--- src/rtl/crystal_scan_scheduler.sv ---
// ---------------------------------------------------------------------------
// crystal_scan_scheduler
//
// Sequences the crystal_read scanner. The block raises get_crystal_array for
// PULSE_LEN cycles, drops it for one cycle and then waits SCAN_WAIT cycles.
// After that it checks that the eight 4-bit crystal mappings on map_in form a
// legal permutation of 0..7. A scan that fails the check is retried, up to
// MAX_RETRY attempts per request. The last validated map is published on
// map_out.
//
// A scan is started by on-demand requests from two clients (round-robin when
// both ask) or by a periodic auto-rescan timer.
//
// Ports
//   system_clk         clock
//   rst                synchronous active-high reset
//   auto_en            enable periodic rescans
//   req_a / req_b      level scan requests from clients A and B
//   gnt_a / gnt_b      1-cycle pulse when the matching request is accepted
//   get_crystal_array  trigger to crystal_read
//   map_in             crystal_read outputs, crystal A at [3:0] .. 8 at [31:28]
//   map_out            last validated map
//   map_valid          map_out came from a validated scan
//   scan_busy          scheduler is not idle
//   scan_done          1-cycle pulse at the end of every request
//   scan_error         last request exhausted its retries
//   retry_cnt          failed attempts in the current/last request
// ---------------------------------------------------------------------------
module crystal_scan_scheduler #(
    parameter logic [7:0]  PULSE_LEN   = 8'd4,
    parameter logic [19:0] SCAN_WAIT   = 20'd450000,
    parameter logic [23:0] PERIOD      = 24'd5000000,
    parameter logic [1:0]  MAX_RETRY   = 2'd3,
    parameter logic [31:0] DEFAULT_MAP = 32'h65432107
) (
    input  logic        system_clk,
    input  logic        rst,
    input  logic        auto_en,
    input  logic        req_a,
    input  logic        req_b,
    output logic        gnt_a,
    output logic        gnt_b,
    output logic        get_crystal_array,
    input  logic [31:0] map_in,
    output logic [31:0] map_out,
    output logic        map_valid,
    output logic        scan_busy,
    output logic        scan_done,
    output logic        scan_error,
    output logic [1:0]  retry_cnt
);

    typedef enum logic [2:0] {
        S_IDLE     = 3'd0,
        S_PULSE_HI = 3'd1,
        S_PULSE_LO = 3'd2,
        S_WAIT     = 3'd3,
        S_CHECK    = 3'd4
    } state_t;

    // The map is legal when every field is below 8 and the fields together
    // cover all eight crystal positions.
    function automatic logic map_is_perm(input logic [31:0] m);
        logic [7:0] seen;
        logic       in_range;
        seen     = 8'h00;
        in_range = 1'b1;
        for (int i = 0; i < 8; i++) begin
            in_range = in_range & ~m[4*i+3];
            seen     = seen | (8'h01 << m[4*i +: 3]);
        end
        return in_range & (seen == 8'hFF);
    endfunction

    // One counter serves both the pulse-high phase and the scan wait.
    // The two phases never overlap, so the counter can be shared.
    localparam logic [19:0] PULSE_LAST = {12'd0, PULSE_LEN} - 20'd1;
    localparam logic [19:0] WAIT_LAST  = SCAN_WAIT - 20'd1;
    localparam logic [23:0] PERIOD_LAST = PERIOD - 24'd1;

    state_t       state_q,      state_d;
    logic [19:0]  cnt_q,        cnt_d;
    logic [23:0]  period_q,     period_d;
    logic         rr_b_q,       rr_b_d;      // 1: client B has priority
    logic [1:0]   retry_q,      retry_d;
    logic [31:0]  map_out_q,    map_out_d;
    logic         map_valid_q,  map_valid_d;
    logic         scan_error_q, scan_error_d;
    logic         scan_done_q,  scan_done_d;
    logic         gnt_a_q,      gnt_a_d;
    logic         gnt_b_q,      gnt_b_d;
    logic         trig_q,       trig_d;
    logic         busy_q,       busy_d;

    logic         pick_a_s;
    logic         pick_b_s;
    logic         auto_fire_s;

    // Arbitration between the two clients and the auto-rescan timer.
    always_comb begin
        pick_a_s    = 1'b0;
        pick_b_s    = 1'b0;
        auto_fire_s = 1'b0;
        if (req_a && req_b) begin
            if (rr_b_q) begin
                pick_b_s = 1'b1;
            end else begin
                pick_a_s = 1'b1;
            end
        end else if (req_a) begin
            pick_a_s = 1'b1;
        end else if (req_b) begin
            pick_b_s = 1'b1;
        end else if (auto_en && (period_q == PERIOD_LAST)) begin
            auto_fire_s = 1'b1;
        end else begin
            auto_fire_s = 1'b0;
        end
    end

    // Next-state and next-output logic.
    always_comb begin
        state_d      = state_q;
        cnt_d        = cnt_q;
        period_d     = period_q;
        rr_b_d       = rr_b_q;
        retry_d      = retry_q;
        map_out_d    = map_out_q;
        map_valid_d  = map_valid_q;
        scan_error_d = scan_error_q;
        scan_done_d  = 1'b0;
        gnt_a_d      = 1'b0;
        gnt_b_d      = 1'b0;

        case (state_q)
            S_IDLE: begin
                if (pick_a_s || pick_b_s || auto_fire_s) begin
                    state_d  = S_PULSE_HI;
                    cnt_d    = 20'd0;
                    period_d = 24'd0;
                    retry_d  = 2'd0;
                    gnt_a_d  = pick_a_s;
                    gnt_b_d  = pick_b_s;
                    if (pick_a_s) begin
                        rr_b_d = 1'b1;
                    end else if (pick_b_s) begin
                        rr_b_d = 1'b0;
                    end else begin
                        rr_b_d = rr_b_q;
                    end
                end else if (auto_en) begin
                    period_d = period_q + 24'd1;
                end else begin
                    period_d = 24'd0;
                end
            end
            S_PULSE_HI: begin
                if (cnt_q == PULSE_LAST) begin
                    state_d = S_PULSE_LO;
                    cnt_d   = 20'd0;
                end else begin
                    cnt_d = cnt_q + 20'd1;
                end
            end
            S_PULSE_LO: begin
                cnt_d   = 20'd0;
                state_d = S_WAIT;
            end
            S_WAIT: begin
                if (cnt_q == WAIT_LAST) begin
                    state_d = S_CHECK;
                    cnt_d   = 20'd0;
                end else begin
                    cnt_d = cnt_q + 20'd1;
                end
            end
            S_CHECK: begin
                if (map_is_perm(map_in)) begin
                    map_out_d    = map_in;
                    map_valid_d  = 1'b1;
                    scan_error_d = 1'b0;
                    scan_done_d  = 1'b1;
                    state_d      = S_IDLE;
                end else if (({1'b0, retry_q} + 3'd1) < {1'b0, MAX_RETRY}) begin
                    retry_d = retry_q + 2'd1;
                    cnt_d   = 20'd0;
                    state_d = S_PULSE_HI;
                end else begin
                    if (retry_q == 2'd3) begin
                        retry_d = 2'd3;
                    end else begin
                        retry_d = retry_q + 2'd1;
                    end
                    scan_error_d = 1'b1;
                    scan_done_d  = 1'b1;
                    state_d      = S_IDLE;
                end
            end
            default: begin
                state_d = S_IDLE;
                cnt_d   = 20'd0;
            end
        endcase

        // Trigger and busy are derived from the next state so they line up
        // with the registered state.
        trig_d = (state_d == S_PULSE_HI);
        busy_d = (state_d != S_IDLE);
    end

    // State and output registers with synchronous reset.
    always_ff @(posedge system_clk) begin
        if (rst) begin
            state_q      <= S_IDLE;
            cnt_q        <= 20'd0;
            period_q     <= 24'd0;
            rr_b_q       <= 1'b0;
            retry_q      <= 2'd0;
            map_out_q    <= DEFAULT_MAP;
            map_valid_q  <= 1'b0;
            scan_error_q <= 1'b0;
            scan_done_q  <= 1'b0;
            gnt_a_q      <= 1'b0;
            gnt_b_q      <= 1'b0;
            trig_q       <= 1'b0;
            busy_q       <= 1'b0;
        end else begin
            state_q      <= state_d;
            cnt_q        <= cnt_d;
            period_q     <= period_d;
            rr_b_q       <= rr_b_d;
            retry_q      <= retry_d;
            map_out_q    <= map_out_d;
            map_valid_q  <= map_valid_d;
            scan_error_q <= scan_error_d;
            scan_done_q  <= scan_done_d;
            gnt_a_q      <= gnt_a_d;
            gnt_b_q      <= gnt_b_d;
            trig_q       <= trig_d;
            busy_q       <= busy_d;
        end
    end

    assign gnt_a             = gnt_a_q;
    assign gnt_b             = gnt_b_q;
    assign get_crystal_array = trig_q;
    assign map_out           = map_out_q;
    assign map_valid         = map_valid_q;
    assign scan_busy         = busy_q;
    assign scan_done         = scan_done_q;
    assign scan_error        = scan_error_q;
    assign retry_cnt         = retry_q;

endmodule
--- config.mk ---
export PLATFORM = sky130hd
export DESIGN_NAME = crystal_scan_scheduler
export DESIGN_NICKNAME = d
export VERILOG_FILES = /design/src/rtl/crystal_scan_scheduler.sv
export SDC_FILE = /design/constraint.sdc
export NUM_CORES = 1
export LEC_CHECK = 0
export ABC_AREA = 1
export ABC_CLOCK_PERIOD_IN_PS = 1900
export CORE_ASPECT_RATIO = 0.9
export CORE_MARGIN = 1.5
export CORE_UTILIZATION = 47
export CTS_BUF_LIST = sky130_fd_sc_hd__clkbuf_4 sky130_fd_sc_hd__clkbuf_8
export DETAILED_ROUTE_END_ITERATION = 12
export GPL_ROUTABILITY_DRIVEN = 0
export GPL_TIMING_DRIVEN = 0
export HOLD_SLACK_MARGIN = 0.12
export PLACE_DENSITY = 0.8
export SLEW_MARGIN = 10
export SYNTH_ARGS = -nofsm -noshare
export SYNTH_HDL_FRONTEND = slang
export SYNTH_SLANG_ARGS = --single-unit
--- constraint.sdc ---
create_clock -name system_clk -period 1.9 [get_ports system_clk]
set_input_delay 0.38 -clock system_clk [delete_from_list [all_inputs] [get_ports system_clk]]
set_output_delay 0.38 -clock system_clk [all_outputs]
set_load 0.03 [all_outputs]
; ---- Yosys cells after proc, flatten, opt, wreduce, memory -nomap -nowiden
; Cells that the tools add are included.
[word_totals]
reg_bits = 89
in_bits = 37
out_inout_bits = 41
wordCells = 117
[op_classes]
n_addsub = 4
magnitude_cmp = 1
n_eq_ne = 14
n_shift = 8
mux = 36
n_bitwise = 26
reduce_logical = 15
[ops]
columns = operator, count
row1 = 20-bit 2-to-1 mux, 5
row2 = 20-bit one-hot mux with 4 select lines, 1
row3 = 1-bit by 3-bit << shifter with 8-bit output (first input constant), 8
row4 = 8-bit bitwise OR, 7
row5 = 24-bit 2-to-1 mux, 2
row6 = 24-bit by 1-bit adder with 24-bit output (second input constant), 1
row7 = 24-bit by 23-bit == test with 1-bit output (second input constant), 1
row8 = 20-bit by 1-bit adder with 20-bit output (second input constant), 1
row9 = 20-bit by 19-bit == test with 1-bit output (second input constant), 1
row10 = 20-bit by 2-bit == test with 1-bit output (second input constant), 1
row11 = 1-bit 2-to-1 mux, 19
row12 = 3-bit one-hot mux with 5 select lines, 1
row13 = 1-bit NOT, 11
row14 = 3-bit 2-to-1 mux, 3
row15 = 3-bit AND reduction, 3
row16 = 1-bit bitwise AND, 8
row17 = 8-bit == test (second input constant), 1
row18 = 2-bit 2-to-1 mux, 4
row19 = 2-bit != test (second input constant), 4
row20 = 3-bit by 1-bit == test with 1-bit output (second input constant), 2
row21 = 3-bit by 2-bit == test with 1-bit output (second input constant), 2
row22 = 2-bit one-hot mux with 2 select lines, 1
row23 = 2-bit AND reduction, 2
row24 = 2-bit nonzero test, 2
row25 = other kinds (11), 13

; ---- Longest topological paths before layout
[depth]
word_depth = 13
mapped_depth = 14
depth_no_buf = 13

; ---- Least setup slack after synthesis
; Ideal clock, no wire load.
[synth_path]
path_kind = register -> register
start = register period_q[0]
end = register cnt_q[19]
setup_time_ns = 0.110
arrival_ns = 1.559
t_required_ns = 1.790
slack_ns = 0.231
stages_incl_launch_ff = 13
path_buffers = 2
synth_period_minus_slack_ns = 1.669
cell_sequence = dfxtp_1 ha_1 nand3_1 nor2_2 nand3_1 nand2_1 inv_2 nand2_2 buf_6 buf_4 nand4_1 nand2_1 nor2_1
[synth_via]
elab_chain_len = 9
[synth_rtl]
columns = element, line
row1 = from (decl), 83  ; logic [23:0] period_q, period_d;
row2 = from (signal assigned), 230  ; period_q <= period_d;
row3 = 24-bit by 23-bit == test with 1-bit output, 114  ; end else if (auto_en && (period_q == PERIOD_LAST)) begin
row4 = 1-bit logical AND, 114
row5 = 1-bit 2-to-1 mux, 114
row6 = 1-bit 2-to-1 mux, 112  ; end else if (req_b) begin
row7 = 1-bit 2-to-1 mux, 110  ; end else if (req_a) begin
row8 = 1-bit 2-to-1 mux, 104  ; if (req_a && req_b) begin
row9 = 1-bit logical OR, 137  ; if (pick_a_s || pick_b_s || auto_fire_s) begin
row10 = 2-bit != test (no source line), n/a
row11 = 3-bit AND reduction (no source line), n/a
row12 = to (signal assigned), 229  ; cnt_q <= cnt_d;
row13 = to (decl), 82  ; logic [19:0] cnt_q, cnt_d;
; Every way passes these cells.
; A chain may end at the register's enable or synchronous reset.

; ---- Worst setup path in the final report
[layout_path]
start = register map_out_q[12], in the netlist map_out[12]
end = output port map_out[12]
[layout_lines]
columns = element, line
row1 = from (decl), 86  ; logic [31:0] map_out_q, map_out_d;
row2 = from (signal assigned), 233  ; map_out_q <= map_out_d;
row3 = to (decl), 45  ; output logic [31:0] map_out,
; No word-level cell between the ends.

==> flow_metrics.env <==
export IMPL_maxCapViolations=0
export IMPL_drt_iter0_markers=598
export IMPL_worstReg2RegStart="state_q[1]"
export IMPL_clock_path_buffers=2
export IMPL_worstPathArrival_ns=1.46
export IMPL_max_vdd_ir_drop_mv=0.460
export IMPL_r2r_end="scan_error"
export IMPL_vias=5990
export IMPL_grt_overflow_total=0
export IMPL_ys_ff_latch=89
export IMPL_synth_yosys_seq_area_share_pct=32.8
export IMPL_hold_depth=3
export IMPL_synth_fp_nets=913
export IMPL_drc_errors=0
export IMPL_yosys_area_share_xor_xnor_pct=1.29
export IMPL_whs_endpoint="map_out[12]"
export IMPL_die_h_um=105
export IMPL_synthArstFlopShare_pct=0
export IMPL_synth_cell_types=40
export IMPL_synth_top_family_by_area="simple AND/OR/NAND/NOR gates"
export IMPL_postLayoutCoreUtil_pct=60.4
export IMPL_initial_core_util_pct=48.0
export IMPL_core_rowCount=37
export IMPL_hold_viol_final=0
export IMPL_p_leak_uw=0.00329
export IMPL_grt_use_total_pct=25.5
export IMPL_slew_headroom_pct=58.5
export IMPL_nets=1007
export IMPL_die_w_um=116
export IMPL_synthSimpleGateAreaFrac_pct=44.5
export IMPL_wl_mm=15.5
export IMPL_r2r_slack_ns=0.11
export IMPL_reg2regPathDepth=8
export IMPL_syn_area_mm2=0.00544
export IMPL_fin_area_mm2=0.00685
export IMPL_yosys_warnings=0
export IMPL_ctsRootBufferMaster="clkbuf_8"
export IMPL_avgRoutedWirePerCell_um=13.7
export IMPL_critPathMaxStageDelay_ns=0.68
export IMPL_yosys_area_share_adder_pct=0.460
export IMPL_vias_per_cell=5.31
export IMPL_period_minus_slack_ns=1.84
export IMPL_cp_end_kind="output port"
export IMPL_fillers=1091
export IMPL_cp_max_fo=2
export IMPL_required_ns=1.52
export IMPL_crit_slowest_cell="clkdlybuf4s50_1"
export IMPL_drive_above_1_share_pct=12.5
export IMPL_clock_sinks=89
export IMPL_drv_slew=0
export IMPL_postPlaceCellArea_mm2=0.00639
export IMPL_clkTransAtPathRegs_ns=0.10
export IMPL_synth_area_mux_share_pct=0
export IMPL_synth_compound_area_share_pct=9.02
export IMPL_grt_start_max_net_pins=19
export IMPL_antenna_found_initial=0
export IMPL_critical_path_top_delay_family="buffers and inverters"
export IMPL_clock_skew_ns=0.00687
export IMPL_path_cells="clkdlybuf4s50_1"
export IMPL_grt_pass1_wl_mm=24.8
export IMPL_dieArea_mm2=0.0122
export IMPL_dp_hpwl_mm=11.3
export IMPL_crit_buf_inv=1
export IMPL_syn2layout_area_growth_pct=25.9
export IMPL_synthTopCellsByArea="dfxtp_1 (33%), nand2_1 (16%), nand3_1 (11%), nor2_1 (7.0%), inv_1 (7.0%)"
export IMPL_finalCritPeriodShare_pct=96.8
export IMPL_synth_avg_cell_area_um2=6.22
export IMPL_multi_input_area_mm2=0.00312
export IMPL_ant_nets=0
export IMPL_synth_top_area_share_pct=32.8
export IMPL_syn_inst=874
export IMPL_io_buffers=76
export IMPL_synth_commonest_cells="nand2_1 (232), nand3_1 (123), nor2_1 (102)"
export IMPL_clk_latency_ns=0.40
export IMPL_min_delay_path_class="input port to flip-flop"
export IMPL_fmax_ghz=0.544
export IMPL_numCtsBuffers=9
export IMPL_setup_viol=0
export IMPL_yosysMostFrequentCell="nand2_1"
export IMPL_p_per_area_mw_per_mm2=572
export IMPL_synth_top_area_cell="dfxtp_1"
export IMPL_synth_edf_count=0
export IMPL_seq_area_mm2=0.00180
export IMPL_run_status="complete, no violations"
export IMPL_setup_worst_path_start_class="flip-flop"
export IMPL_crit_start="map_out[12]"
export IMPL_crit_type="flip-flop to output port"
export IMPL_core_area_mm2=0.0113
export IMPL_grt_pass1_vias=5314
export IMPL_cts_tree="built"
export IMPL_n_antenna_cell=0
export IMPL_worst_pin_slew_ns=0.622
export IMPL_htreeDepth=3
export IMPL_hold_start="map_in[12]"
export IMPL_ios=78
export IMPL_synth_ff_type="dfxtp_1"
export IMPL_drt_first_pass_iters=6
## final cells by class
class / count / area share (%)
Buffer: 28 / 2.81
Clock buffer: 9 / 1.81
Clock inverter: 7 / 1.02
Inverter: 124 / 6.87
Multi-Input combinational cell: 633 / 45.6
Sequential cell: 89 / 26.3
Tap cell: 156 / 2.85
Timing Repair Buffer: 83 / 12.8
## through the flow
stage	power (uW)	setup WS [ns]	TNS (ns)	hold slack, ns	std cells
after floorplan	2360	0.231	0	0.452	874
after CTS	3910	0.00172	0	0.454	1124
after global placement	2580	-0.435	-28.97	0.430	1106
after detailed placement	2590	-0.474	-30.32	0.438	1106
final	3920	0.0611	0	0.373	1129
after global routing	4080	-0.0164	-0.0274	0.358	1129
## cells in the final DEF, fill, tap and decap left out, drive strengths merged, types with 21 or more instances in the layout
cell type | synthesis | routed
nand2 | 238 | 238
inv | 124 | 129
nand3 | 125 | 125
nor2 | 108 | 108
dfxtp | 89 | 89
clkdlybuf4s50 | 0 | 48
nand4 | 41 | 41
a21oi | 40 | 40
buf | 16 | 23
dlymetal6s2s | 0 | 22
nor3 | 21 | 21
clkbuf | 12 | 21
## state kept, by name, indices dropped and copies added, names as in the netlist
name and cells:
map_valid 1, gnt_a 1, scan_done 1, period_q 24, get_crystal_array 1, rr_b_q 1
map_out 32, scan_busy 1, gnt_b 1, retry_cnt 2, cnt_q 20, state_q 3
scan_error 1
## layer usage
metal,vias to the layer above,GRT usage [%],part of all wire (%)
li1,3029,-,-
met5,-,0,0
met4,0,9.84,1.8
met3,25,5.80,8.1
met1,2687,35.3,45
met2,249,38.4,45
## power by group
group	switching [uW]	internal (uW)	leakage (uW)
Clock	826	514	0.0000959
Combinational	403	233	0.00247
Sequential	36.6	1900	0.000727
## worst max path at each step
stage	depth (start not counted)	end	slack (ns)
2_1_floorplan	12	cnt_q[19]	0.23
3_3_place_gp	14	map_out[9]	-0.44
3_5_place_dp	13	map_out[25]	-0.47
4_1_cts	13	map_out[25]	0.002
5_1_grt	10	period_q[21]	-0.02
6_report	1	map_out[12]	0.06
## timing repair
action | 4_1_cts | 5_1_grt
pin swaps | 1 | 4
buffers inserted | 2 | 5
setup endpoints to repair | 45 | 78
hold buffers | 0 | 0
resized for setup | 18 | 61
## cells by family (layout without fill, tap and decap cells)
kind of cell / Yosys count / count (layout)
buffers and inverters: 152 / 251
AO/OA/AOI/OAI: 80 / 80
XOR/XNOR: 8 / 8
AND/OR/NAND/NOR: 543 / 543
adder cells (fa/ha/maj): 2 / 2
flip-flops: 89 / 89
No activity file was read; power rests on OpenSTA's default activity.
